**src/rtl/instr_enc_if.sv**
```systemverilog
// instr_enc_if
// Bundles the request and delivery sides of the RV32I instruction encoder.
//   Request side : req_valid/req_ready handshake plus the instruction fields
//                  (req_type, rd, rs1, rs2, funct3, funct7, imm).
//   Delivery side: ins_valid/ins_ready handshake, ins_word, ins_err.
//   Statistics   : ins_cnt (words delivered), err_cnt (errors delivered).
// The slave modport is the encoder; the master modport is whoever feeds
// requests and consumes encoded words.
interface instr_enc_if;
  logic        req_valid;
  logic        req_ready;
  logic [3:0]  req_type;
  logic [4:0]  rd;
  logic [4:0]  rs1;
  logic [4:0]  rs2;
  logic [2:0]  funct3;
  logic [6:0]  funct7;
  logic [31:0] imm;
  logic        ins_valid;
  logic        ins_ready;
  logic [31:0] ins_word;
  logic        ins_err;
  logic [15:0] ins_cnt;
  logic [7:0]  err_cnt;

  modport master (
    output req_valid, req_type, rd, rs1, rs2, funct3, funct7, imm, ins_ready,
    input  req_ready, ins_valid, ins_word, ins_err, ins_cnt, err_cnt
  );

  modport slave (
    input  req_valid, req_type, rd, rs1, rs2, funct3, funct7, imm, ins_ready,
    output req_ready, ins_valid, ins_word, ins_err, ins_cnt, err_cnt
  );
endinterface

```
**src/rtl/instr_enc.sv**
```systemverilog
// instr_enc
// Encodes RV32I instruction requests into 32-bit instruction words and
// buffers them in a two-entry FIFO for an independent consumer.
// Ports:
//   clk   - single clock, rising edge
//   rst_n - asynchronous active-low reset
//   bus   - instr_enc_if.slave: request handshake + fields, delivery
//           handshake + word/error flag, delivered-word and error counters
// An illegal request is still accepted, but it is replaced by a NOP
// (addi x0,x0,0) with ins_err set so the consumer sees it in order.
module instr_enc (
  input  logic          clk,
  input  logic          rst_n,
  instr_enc_if.slave    bus
);

  typedef enum logic [3:0] {
    T_R     = 4'd0,
    T_LOAD  = 4'd1,
    T_I     = 4'd2,
    T_JALR  = 4'd3,
    T_S     = 4'd4,
    T_SB    = 4'd5,
    T_LUI   = 4'd6,
    T_AUIPC = 4'd7,
    T_UJ    = 4'd8,
    T_CSR   = 4'd9
  } reqType_e;

  typedef enum logic [1:0] {
    EMPTY = 2'd0,
    ONE   = 2'd1,
    FULL  = 2'd2
  } fifoState_e;

  localparam logic [6:0]  OP_R     = 7'h33;
  localparam logic [6:0]  OP_LOAD  = 7'h03;
  localparam logic [6:0]  OP_I     = 7'h13;
  localparam logic [6:0]  OP_JALR  = 7'h67;
  localparam logic [6:0]  OP_S     = 7'h23;
  localparam logic [6:0]  OP_SB    = 7'h63;
  localparam logic [6:0]  OP_LUI   = 7'h37;
  localparam logic [6:0]  OP_AUIPC = 7'h17;
  localparam logic [6:0]  OP_UJ    = 7'h6F;
  localparam logic [6:0]  OP_CSR   = 7'h73;
  localparam logic [31:0] NOP_WORD = 32'h0000_0013;

  fifoState_e  r_state;
  logic        r_run;
  logic        r_insValid;
  logic [31:0] r_headWord;
  logic        r_headErr;
  logic [31:0] r_tailWord;
  logic        r_tailErr;
  logic [15:0] r_insCnt;
  logic [7:0]  r_errCnt;

  logic [31:0] w_imm;
  logic        w_fits12;
  logic        w_fits13;
  logic        w_fits21;
  logic [31:0] w_enc;
  logic        w_err;
  logic [31:0] w_word;
  logic        w_reqReady;
  logic        w_push;
  logic        w_pop;

  assign w_imm = bus.imm;

  // An immediate fits a signed N-bit field when every bit from N-1 upward
  // is a copy of the sign bit.
  assign w_fits12 = (&w_imm[31:11]) | ~(|w_imm[31:11]);
  assign w_fits13 = (&w_imm[31:12]) | ~(|w_imm[31:12]);
  assign w_fits21 = (&w_imm[31:20]) | ~(|w_imm[31:20]);

  // Field packing and legality check for the current request.
  always_comb begin
    w_enc = NOP_WORD;
    w_err = 1'b0;
    case (bus.req_type)
      T_R: begin
        w_enc = {bus.funct7, bus.rs2, bus.rs1, bus.funct3, bus.rd, OP_R};
        w_err = !((bus.funct7 == 7'h00) || (bus.funct7 == 7'h20));
      end
      T_LOAD: begin
        w_enc = {w_imm[11:0], bus.rs1, bus.funct3, bus.rd, OP_LOAD};
        w_err = !w_fits12;
      end
      T_I: begin
        w_enc = {w_imm[11:0], bus.rs1, bus.funct3, bus.rd, OP_I};
        // Shift-immediates carry their funct7 in imm[11:5].
        w_err = !w_fits12
              || ((bus.funct3 == 3'd1) && (w_imm[11:5] != 7'h00))
              || ((bus.funct3 == 3'd5) && (w_imm[11:5] != 7'h00)
                                       && (w_imm[11:5] != 7'h20));
      end
      T_JALR: begin
        w_enc = {w_imm[11:0], bus.rs1, 3'b000, bus.rd, OP_JALR};
        w_err = !w_fits12;
      end
      T_S: begin
        w_enc = {w_imm[11:5], bus.rs2, bus.rs1, bus.funct3, w_imm[4:0], OP_S};
        w_err = !w_fits12;
      end
      T_SB: begin
        w_enc = {w_imm[12], w_imm[10:5], bus.rs2, bus.rs1, bus.funct3,
                 w_imm[4:1], w_imm[11], OP_SB};
        w_err = !w_fits13 || w_imm[0];
      end
      T_LUI: begin
        w_enc = {w_imm[31:12], bus.rd, OP_LUI};
        w_err = (w_imm[11:0] != 12'h000);
      end
      T_AUIPC: begin
        w_enc = {w_imm[31:12], bus.rd, OP_AUIPC};
        w_err = (w_imm[11:0] != 12'h000);
      end
      T_UJ: begin
        w_enc = {w_imm[20], w_imm[10:1], w_imm[11], w_imm[19:12], bus.rd, OP_UJ};
        w_err = !w_fits21 || w_imm[0];
      end
      T_CSR: begin
        w_enc = {w_imm[11:0], bus.rs1, bus.funct3, bus.rd, OP_CSR};
        w_err = 1'b0;
      end
      default: begin
        w_enc = NOP_WORD;
        w_err = 1'b1;
      end
    endcase
  end

  assign w_word = w_err ? NOP_WORD : w_enc;

  // r_run keeps req_ready low until the first edge after reset release,
  // while still deriving ready purely from registered state.
  assign w_reqReady = r_run && (r_state != FULL);
  assign w_push     = bus.req_valid && w_reqReady;
  assign w_pop      = r_insValid && bus.ins_ready;

  // FIFO control: the head register drives the outputs directly, the tail
  // register holds the second word only while FULL.
  always_ff @(posedge clk or negedge rst_n) begin
    if (!rst_n) begin
      r_state    <= EMPTY;
      r_run      <= 1'b0;
      r_insValid <= 1'b0;
      r_headWord <= 32'h0;
      r_headErr  <= 1'b0;
      r_tailWord <= 32'h0;
      r_tailErr  <= 1'b0;
      r_insCnt   <= 16'h0;
      r_errCnt   <= 8'h0;
    end else begin
      r_run <= 1'b1;
      if (w_pop) begin
        r_insCnt <= r_insCnt + 16'd1;
        if (r_headErr && (r_errCnt != 8'hFF)) begin
          r_errCnt <= r_errCnt + 8'd1;
        end
      end
      case (r_state)
        EMPTY: begin
          if (w_push) begin
            r_headWord <= w_word;
            r_headErr  <= w_err;
            r_insValid <= 1'b1;
            r_state    <= ONE;
          end
        end
        ONE: begin
          if (w_push && w_pop) begin
            r_headWord <= w_word;
            r_headErr  <= w_err;
          end else if (w_push) begin
            r_tailWord <= w_word;
            r_tailErr  <= w_err;
            r_state    <= FULL;
          end else if (w_pop) begin
            r_insValid <= 1'b0;
            r_state    <= EMPTY;
          end
        end
        FULL: begin
          if (w_pop) begin
            r_headWord <= r_tailWord;
            r_headErr  <= r_tailErr;
            r_state    <= ONE;
          end
        end
        default: begin
          r_insValid <= 1'b0;
          r_state    <= EMPTY;
        end
      endcase
    end
  end

  assign bus.req_ready = w_reqReady;
  assign bus.ins_valid = r_insValid;
  assign bus.ins_word  = r_headWord;
  assign bus.ins_err   = r_headErr;
  assign bus.ins_cnt   = r_insCnt;
  assign bus.err_cnt   = r_errCnt;

endmodule

```
**src/flat_wrapper.sv**
```systemverilog
// flat-port wrapper written by rule: the top's interface ports become plain ports
module instr_enc_flat 
  (clk, rst_n, bus_req_valid, bus_req_type, bus_rd, bus_rs1, bus_rs2, bus_funct3, bus_funct7, bus_imm, bus_ins_ready, bus_req_ready, bus_ins_valid, bus_ins_word, bus_ins_err, bus_ins_cnt, bus_err_cnt);
  instr_enc_if bus_i ();
  input  logic clk;
  input  logic rst_n;
  input wire logic [$bits(bus_i.req_valid)-1:0] bus_req_valid;
  input wire logic [$bits(bus_i.req_type)-1:0] bus_req_type;
  input wire logic [$bits(bus_i.rd)-1:0] bus_rd;
  input wire logic [$bits(bus_i.rs1)-1:0] bus_rs1;
  input wire logic [$bits(bus_i.rs2)-1:0] bus_rs2;
  input wire logic [$bits(bus_i.funct3)-1:0] bus_funct3;
  input wire logic [$bits(bus_i.funct7)-1:0] bus_funct7;
  input wire logic [$bits(bus_i.imm)-1:0] bus_imm;
  input wire logic [$bits(bus_i.ins_ready)-1:0] bus_ins_ready;
  output wire logic [$bits(bus_i.req_ready)-1:0] bus_req_ready;
  output wire logic [$bits(bus_i.ins_valid)-1:0] bus_ins_valid;
  output wire logic [$bits(bus_i.ins_word)-1:0] bus_ins_word;
  output wire logic [$bits(bus_i.ins_err)-1:0] bus_ins_err;
  output wire logic [$bits(bus_i.ins_cnt)-1:0] bus_ins_cnt;
  output wire logic [$bits(bus_i.err_cnt)-1:0] bus_err_cnt;
  assign bus_i.req_valid = bus_req_valid;
  assign bus_i.req_type = bus_req_type;
  assign bus_i.rd = bus_rd;
  assign bus_i.rs1 = bus_rs1;
  assign bus_i.rs2 = bus_rs2;
  assign bus_i.funct3 = bus_funct3;
  assign bus_i.funct7 = bus_funct7;
  assign bus_i.imm = bus_imm;
  assign bus_i.ins_ready = bus_ins_ready;
  assign bus_req_ready = bus_i.req_ready;
  assign bus_ins_valid = bus_i.ins_valid;
  assign bus_ins_word = bus_i.ins_word;
  assign bus_ins_err = bus_i.ins_err;
  assign bus_ins_cnt = bus_i.ins_cnt;
  assign bus_err_cnt = bus_i.err_cnt;
  instr_enc u_core (.clk(clk), .rst_n(rst_n), .bus(bus_i));
endmodule
```
**config.mk**
```make
export PLATFORM = sky130hd
export DESIGN_NAME = instr_enc_flat
export DESIGN_NICKNAME = d
export VERILOG_FILES = /design/src/rtl/instr_enc_if.sv /design/src/rtl/instr_enc.sv /design/src/flat_wrapper.sv
export SDC_FILE = /design/constraint.sdc
export NUM_CORES = 1
export LEC_CHECK = 0
export CELL_PAD_IN_SITES_DETAIL_PLACEMENT = 0
export CELL_PAD_IN_SITES_GLOBAL_PLACEMENT = 1
export CORE_MARGIN = 2
export CORE_UTILIZATION = 41
export DETAILED_ROUTE_END_ITERATION = 7
export MAX_ROUTING_LAYER = met4
export PLACE_DENSITY_LB_ADDON = 0.1
export RECOVER_POWER = 50
export SYNTH_ARGS = -nofsm -noshare
export SYNTH_HDL_FRONTEND = slang
export SYNTH_SLANG_ARGS = --single-unit
```
**constraint.sdc**
```tcl
create_clock -name clk -period 2.82 [get_ports clk]
set_input_delay 0.846 -clock clk [delete_from_list [all_inputs] [get_ports clk]]
set_output_delay 0.846 -clock clk [all_outputs]
set_load 0.03 [all_outputs]
```
## Yosys cells after proc, flatten, opt, wreduce, memory -nomap -nowiden

Index checks and enable logic that the tools add are counted.

- Flip-flop bits (word level): 94
- Bits of input ports: 65
- Word-level logic and storage cells: 101

- Add/sub/neg operators: 2
- Eq/ne operators: 24
- Multiplexer cells: 22
- Bitwise logic cells: 8
- Reduce and logical (&&, ||, !) cells: 36

Operator list:

| operator | number |
|---|---|
| one-hot mux 32 bit (10 select lines) | 1 |
| 2-to-1 mux 32 bit | 4 |
| one-hot mux 32 bit (3 select lines) | 1 |
| AND reduction 21 bit | 1 |
| OR reduction 21 bit | 1 |
| AND reduction 20 bit | 1 |
| OR reduction 20 bit | 1 |
| adder 16 x 1 -> 16 bit (second input constant) | 1 |
| == test 4 x 3 -> 1 bit (second input constant) | 4 |
| AND reduction 12 bit | 1 |
| nonzero test 12 bit | 1 |
| OR reduction 12 bit | 1 |
| 2-to-1 mux 2 bit | 5 |
| adder 8 x 1 -> 8 bit (second input constant) | 1 |
| == test 4 x 2 -> 1 bit (second input constant) | 2 |
| == test 4 bit (second input constant) | 2 |
| logical AND 1 bit | 8 |
| != test 2 x 1 -> 1 bit (second input constant) | 4 |
| != test 8 bit (second input constant) | 1 |
| AND reduction 4 bit | 2 |
| == test 7 x 6 -> 1 bit (second input constant) | 1 |
| zero test 7 bit | 1 |
| 2-to-1 mux 1 bit | 7 |
| != test 7 x 6 -> 1 bit (second input constant) | 1 |
| other kinds (23) | 39 |

## Depth between registers and ports, before layout

- Depth after elaboration: 10
- Depth in mapped cells: 8

## Worst setup path after synthesis

OpenSTA, ideal clock, no wires.

- Kind: input to register
- Start: in bus_imm[16]
- End: reg u_core.r_headWord[20] (netlist: u_core.bus.ins_word[20])
- Setup time: 110 ps
- Arrival: 2470 ps
- Slack: 240 ps
- Cell stages on the path: 7
- Cell sequence: or4_1 -> nor2_2 -> a311oi_1 -> a211o_1 -> buf_6 -> buf_6 -> o41ai_1

- Cells in the longest elaborated chain, start to end: 10
- Elaborated cells on any way between the ends: 18
- Classes of those cells: mux (5); bitwise (4); reduce/logical (9)

RTL lines:

| what | line | text |
|---|---|---|
| start, declared | flat_wrapper.sv:14 | `input wire logic [$bits(bus_i.imm)-1:0] bus_imm;` |
| OR reduction 21 bit | instr_enc.sv:73 | `assign w_fits12 = (&w_imm[31:11]) \| ~(\|w_imm[31:11]);` |
| NOT 1 bit | instr_enc.sv:73 |  |
| OR 1 bit | instr_enc.sv:73 |  |
| zero test 1 bit | n/a |  |
| logical OR 1 bit | instr_enc.sv:94 | `\|\| ((bus.funct3 == 3'd1) && (w_imm[11:5] != 7'h00))` |
| logical OR 1 bit | instr_enc.sv:95 | `\|\| ((bus.funct3 == 3'd5) && (w_imm[11:5] != 7'h00)` |
| one-hot mux 1 bit (7 select lines) (*) | instr_enc.sv:81 | `case (bus.req_type)` |
| 2-to-1 mux 32 bit (*) | instr_enc.sv:134 | `assign w_word = w_err ? NOP_WORD : w_enc;` |
| 2-to-1 mux 32 bit, on equally long branches | instr_enc.sv:173, instr_enc.sv:165 |  |
| one-hot mux 32 bit (3 select lines) (*) | instr_enc.sv:163 | `case (r_state)` |
| end signal, assigned | instr_enc.sv:166 | `r_headWord <= w_word;` |
| end signal, assigned | instr_enc.sv:174 | `r_headWord <= w_word;` |
| end signal, assigned | instr_enc.sv:187 | `r_headWord <= r_tailWord;` |
| end, declared | instr_enc.sv:51 | `logic [31:0] r_headWord;` |

Mark *: on every way between the ends. The rest lies on a longest branch, timed or not. The select of a mux whose other input is x is not followed.
A chain may end at the register's enable or synchronous reset.

## Worst setup path in the final report

- Start: in bus_imm[17]
- End: reg u_core.r_headWord[22] (netlist: u_core.bus.ins_word[22])

Same word-level chain as after synthesis.

==> summary.md <==
| Metric | Value |
|---|---|
| Clk root buf | clkbuf_16 |
| Worst Tran Pin Value | about 1200 ps |
| Die ar. | approximately 0.014 mm^2 |
| Status | finished, violations left |
| Core Rows | between 40 and 50 |
| RSZ-0062 raised after global routing | yes |
| Fin util | 0.646 |
| Worst path arrival time | a little over 3000 ps |
| Critical path buffers and inverters | 2 |
| Syn Nets | 661 |
| Setup TNS | -193 ps |
| Crit-path cells | clkdlybuf4s50_1 > or4_4 > nor2_4 > a311oi_4 > a211o_4 > clkbuf_16 > o41ai_4 |
| I/O pin count | around 120 |
| GP Congestion | around 0.96 |
| Initial Util | 0.423 |
| Initial antenna violation count | 0 |
| Asr flop ratio synth | 1.00 |
| Final Skew | approximately 11 ps |
| Worst setup EP type | flop |
| Syn_area_per_cell | around 9.1 um^2 |
| Synth Cell Area | 0.00538 mm^2 |
| Synth area leader | dfrtp_1 |
| Top cells by count, synth | 126 x nand2_1, 92 x dfrtp_1, 41 x o21ai_0, 29 x o31ai_1, 27 x clkbuf_1 |
| Drt first-iter violations | 505 |
| Worst EP required | about 3100 ps |
| Synth-to-Final Area Change | 52.7% |
| Clk sinks | just over 90 |
| Yosys warning count | 0 |
| Peak VDD IR | 403 uV |
| Diodes inserted | 0 |
| Crit start category | primary input |
| Post-Place Cells | roughly 950 |
| Cell family with most CP delay | compound AO/OA/AOI/OAI gates |
| CTS tree | yes |
| Gr usage total | 0.257 |
| Crit path time final | 2850 ps |
| Leak Pwr | 3.40 nW |
| DRC errors left | 0 |
| Crit path max fanout | 6 |
| Pwr dens | slightly below 800 mW/mm^2 |
| Htree depth | 3 |
| 1st-pass router iterations | 6 |
| IO buf count | 123 |
| Worst skew pair latency | between 300 and 400 ps |
| Remaining antenna violation count | 0 |
| Hold Crit Class | flop to flop |
| GRT overflow | 0 |
| Cts-stage hold buffer count | 0 |
| Reg clk slew, reported paths | approximately 70 ps |
| Die X | approximately 120 um |
| Largest net degree at the start of global routing | 63 |
| Setup-failing EPs final | 16 |
| Top FF cell, synth | dfrtp_1 |
| First-pass GRT wire length | ~28000 um |
| Worst setup margin | -34.7 ps |
| Layout cells sized above 1 | 0.220 |
| Max transition margin | 0.217 |
| Max Cap Viol | 0 |
| Hold Fails Final Rpt | 0 |
| Final Slew Violations | 0 |
| Die Y | 119 um |
| Top-area cell type share of the netlist area | 0.428 |
| #FFs+latches synth | 92 |
| Final std cells w/o fill | a little under 1000 |
| Longest Clk Path Bufs | 2 |
| Yosys cell types | 65 |
| Setup CP Type | primary input to flop |
| EDFF count, synth | 0 |
| Top-count cell post-synth | nand2_1 |
| Post-DR vias/cell | ~5.7 |
| Place WS | -380 ps |
| Failing checks | setup timing |
| Core area | 0.0127 mm^2 |
| Drt total wl | 18600 um |
| DR vias | approximately 5600 |
| Sequential area share after synthesis | 0.428 |
| F_max | between 0.3 and 0.4 GHz |
| Final net count | between 800 and 900 |
| Post-DP HPWL | around 13000 um |
| Synth top area cells | dfrtp_1 43%, nand2_1 8.8%, o41ai_2 5.4%, o31ai_1 4.0%, o21ai_0 3.8% |
| Slowest cell on the critical path | or4_4 |
| CTS buffer count | 9 |
| Vias in the first global route | roughly 5400 |
| Final period util | 1.01 |
| Fillers | roughly 1100 |
| Gate Count Post-Synth | 594 |
| WL/cell | between 15 and 20 um |
| Crit path largest cell delay | between 500 and 600 ps |
layout by cell type (no fill, tap or decap), types with 16 or more instances in the layout:
master and count:
buf_4 92, a22oi_1 16, o41ai_2 23, nand3_1 17
xnor2_1 20, nand2_1 126, o31ai_1 29, clkdlybuf4s50_1 115
nor2_1 24, o21ai_0 41, nand3b_1 19, dfrtp_1 92
final timing paths:
path / slack [ps] / end / from / cells after the start
worst max-delay path: -30 / u_core.bus.ins_word[22] / bus_imm[17] / 7
worst min-delay path: 470 / u_core.bus.ins_cnt[15] / u_core.bus.ins_cnt[15] / 1
worst max register to register: 700 / u_core.r_tailWord[2] / u_core.bus.ins_valid / 6
worst min register to register: 470 / u_core.bus.ins_cnt[15] / u_core.bus.ins_cnt[15] / 1
max in group asynchronous: 430 / u_core.bus.ins_word[6] / rst_n / 2
min in group asynchronous: 670 / u_core.bus.err_cnt[4] / rst_n / 1
metrics by stage:
step	area (um^2)	total power, mW	hold WS (ps)
6_report	8210	6.45	471
4_1_cts	7830	6.33	474
3_3_place_gp	7490	4.91	452
2_1_floorplan	5380	3.69	435
5_1_grt	8210	6.78	486
3_5_place_dp	7490	4.97	463
cell type report:
class / instances / area, um^2 / area share
Multi-Input combinational cell: 453 / 3090 / 0.376
Sequential cell: 92 / 2300 / 0.280
Timing Repair Buffer: 236 / 2270 / 0.276
Clock buffer: 13 / 260 / 0.0317
Tap cell: 172 / 215 / 0.0262
Clock inverter: 3 / 68.8 / 0.00838
Inverter: 4 / 15.0 / 0.00183
worst register-to-register path, cell delays in order, from the launching register on:
cell,delay (ps)
dfrtp_1,450
a21boi_0,420
nand2_1,210
clkbuf_2,420
buf_4,300
nand2_1,100
o41ai_4,80
kinds of logic (layout without fill, tap and decap cells):
logic type,after synthesis,count (layout),synth area share
compound gates,163,164,0.242
xor+xnor,24,24,0.0391
fa+ha+maj,2,2,0.00465
buf+inv,50,256,0.0440
flops,92,92,0.428
mux,2,2,0.00395
other cells,1,1,0.000697
simple gates,260,260,0.238
state kept, by name, summed over array words and instances (netlist names):
signal                cells
u_core.bus.err_cnt        8
u_core.bus.ins_cnt       16
u_core.bus.ins_err        1
u_core.bus.ins_valid      1
u_core.bus.ins_word      31
u_core.r_run              1
u_core.r_state            2
u_core.r_tailErr          1
u_core.r_tailWord        31
repair_timing:
item                                    CTS  global route
gates resized for setup                   2            37
cloned                                    0             9
pin swaps                                 0            11
endpoints found under the setup margin    2            52
setup buffers                             0             1
endpoints found under the hold margin     0             0
where the power goes:
| group | total, mW | switching (mW) | internal (mW) |
|---|---|---|---|
| clock network | 1.33 | 0.503 | 0.828 |
| logic | 2.99 | 1.64 | 1.35 |
| registers | 2.13 | 0.354 | 1.78 |
layer usage:
layer | global-route usage | routed length, um | up-vias
met3 | 0.0425 | 1040 | 27
met2 | 0.380 | 8860 | 205
met4 | 0.0900 | 337 | 0
met5 | - | 0 | -
li1 | - | - | 2609
met1 | 0.356 | 8390 | 2753
Power figures use the tool's default switching activity.
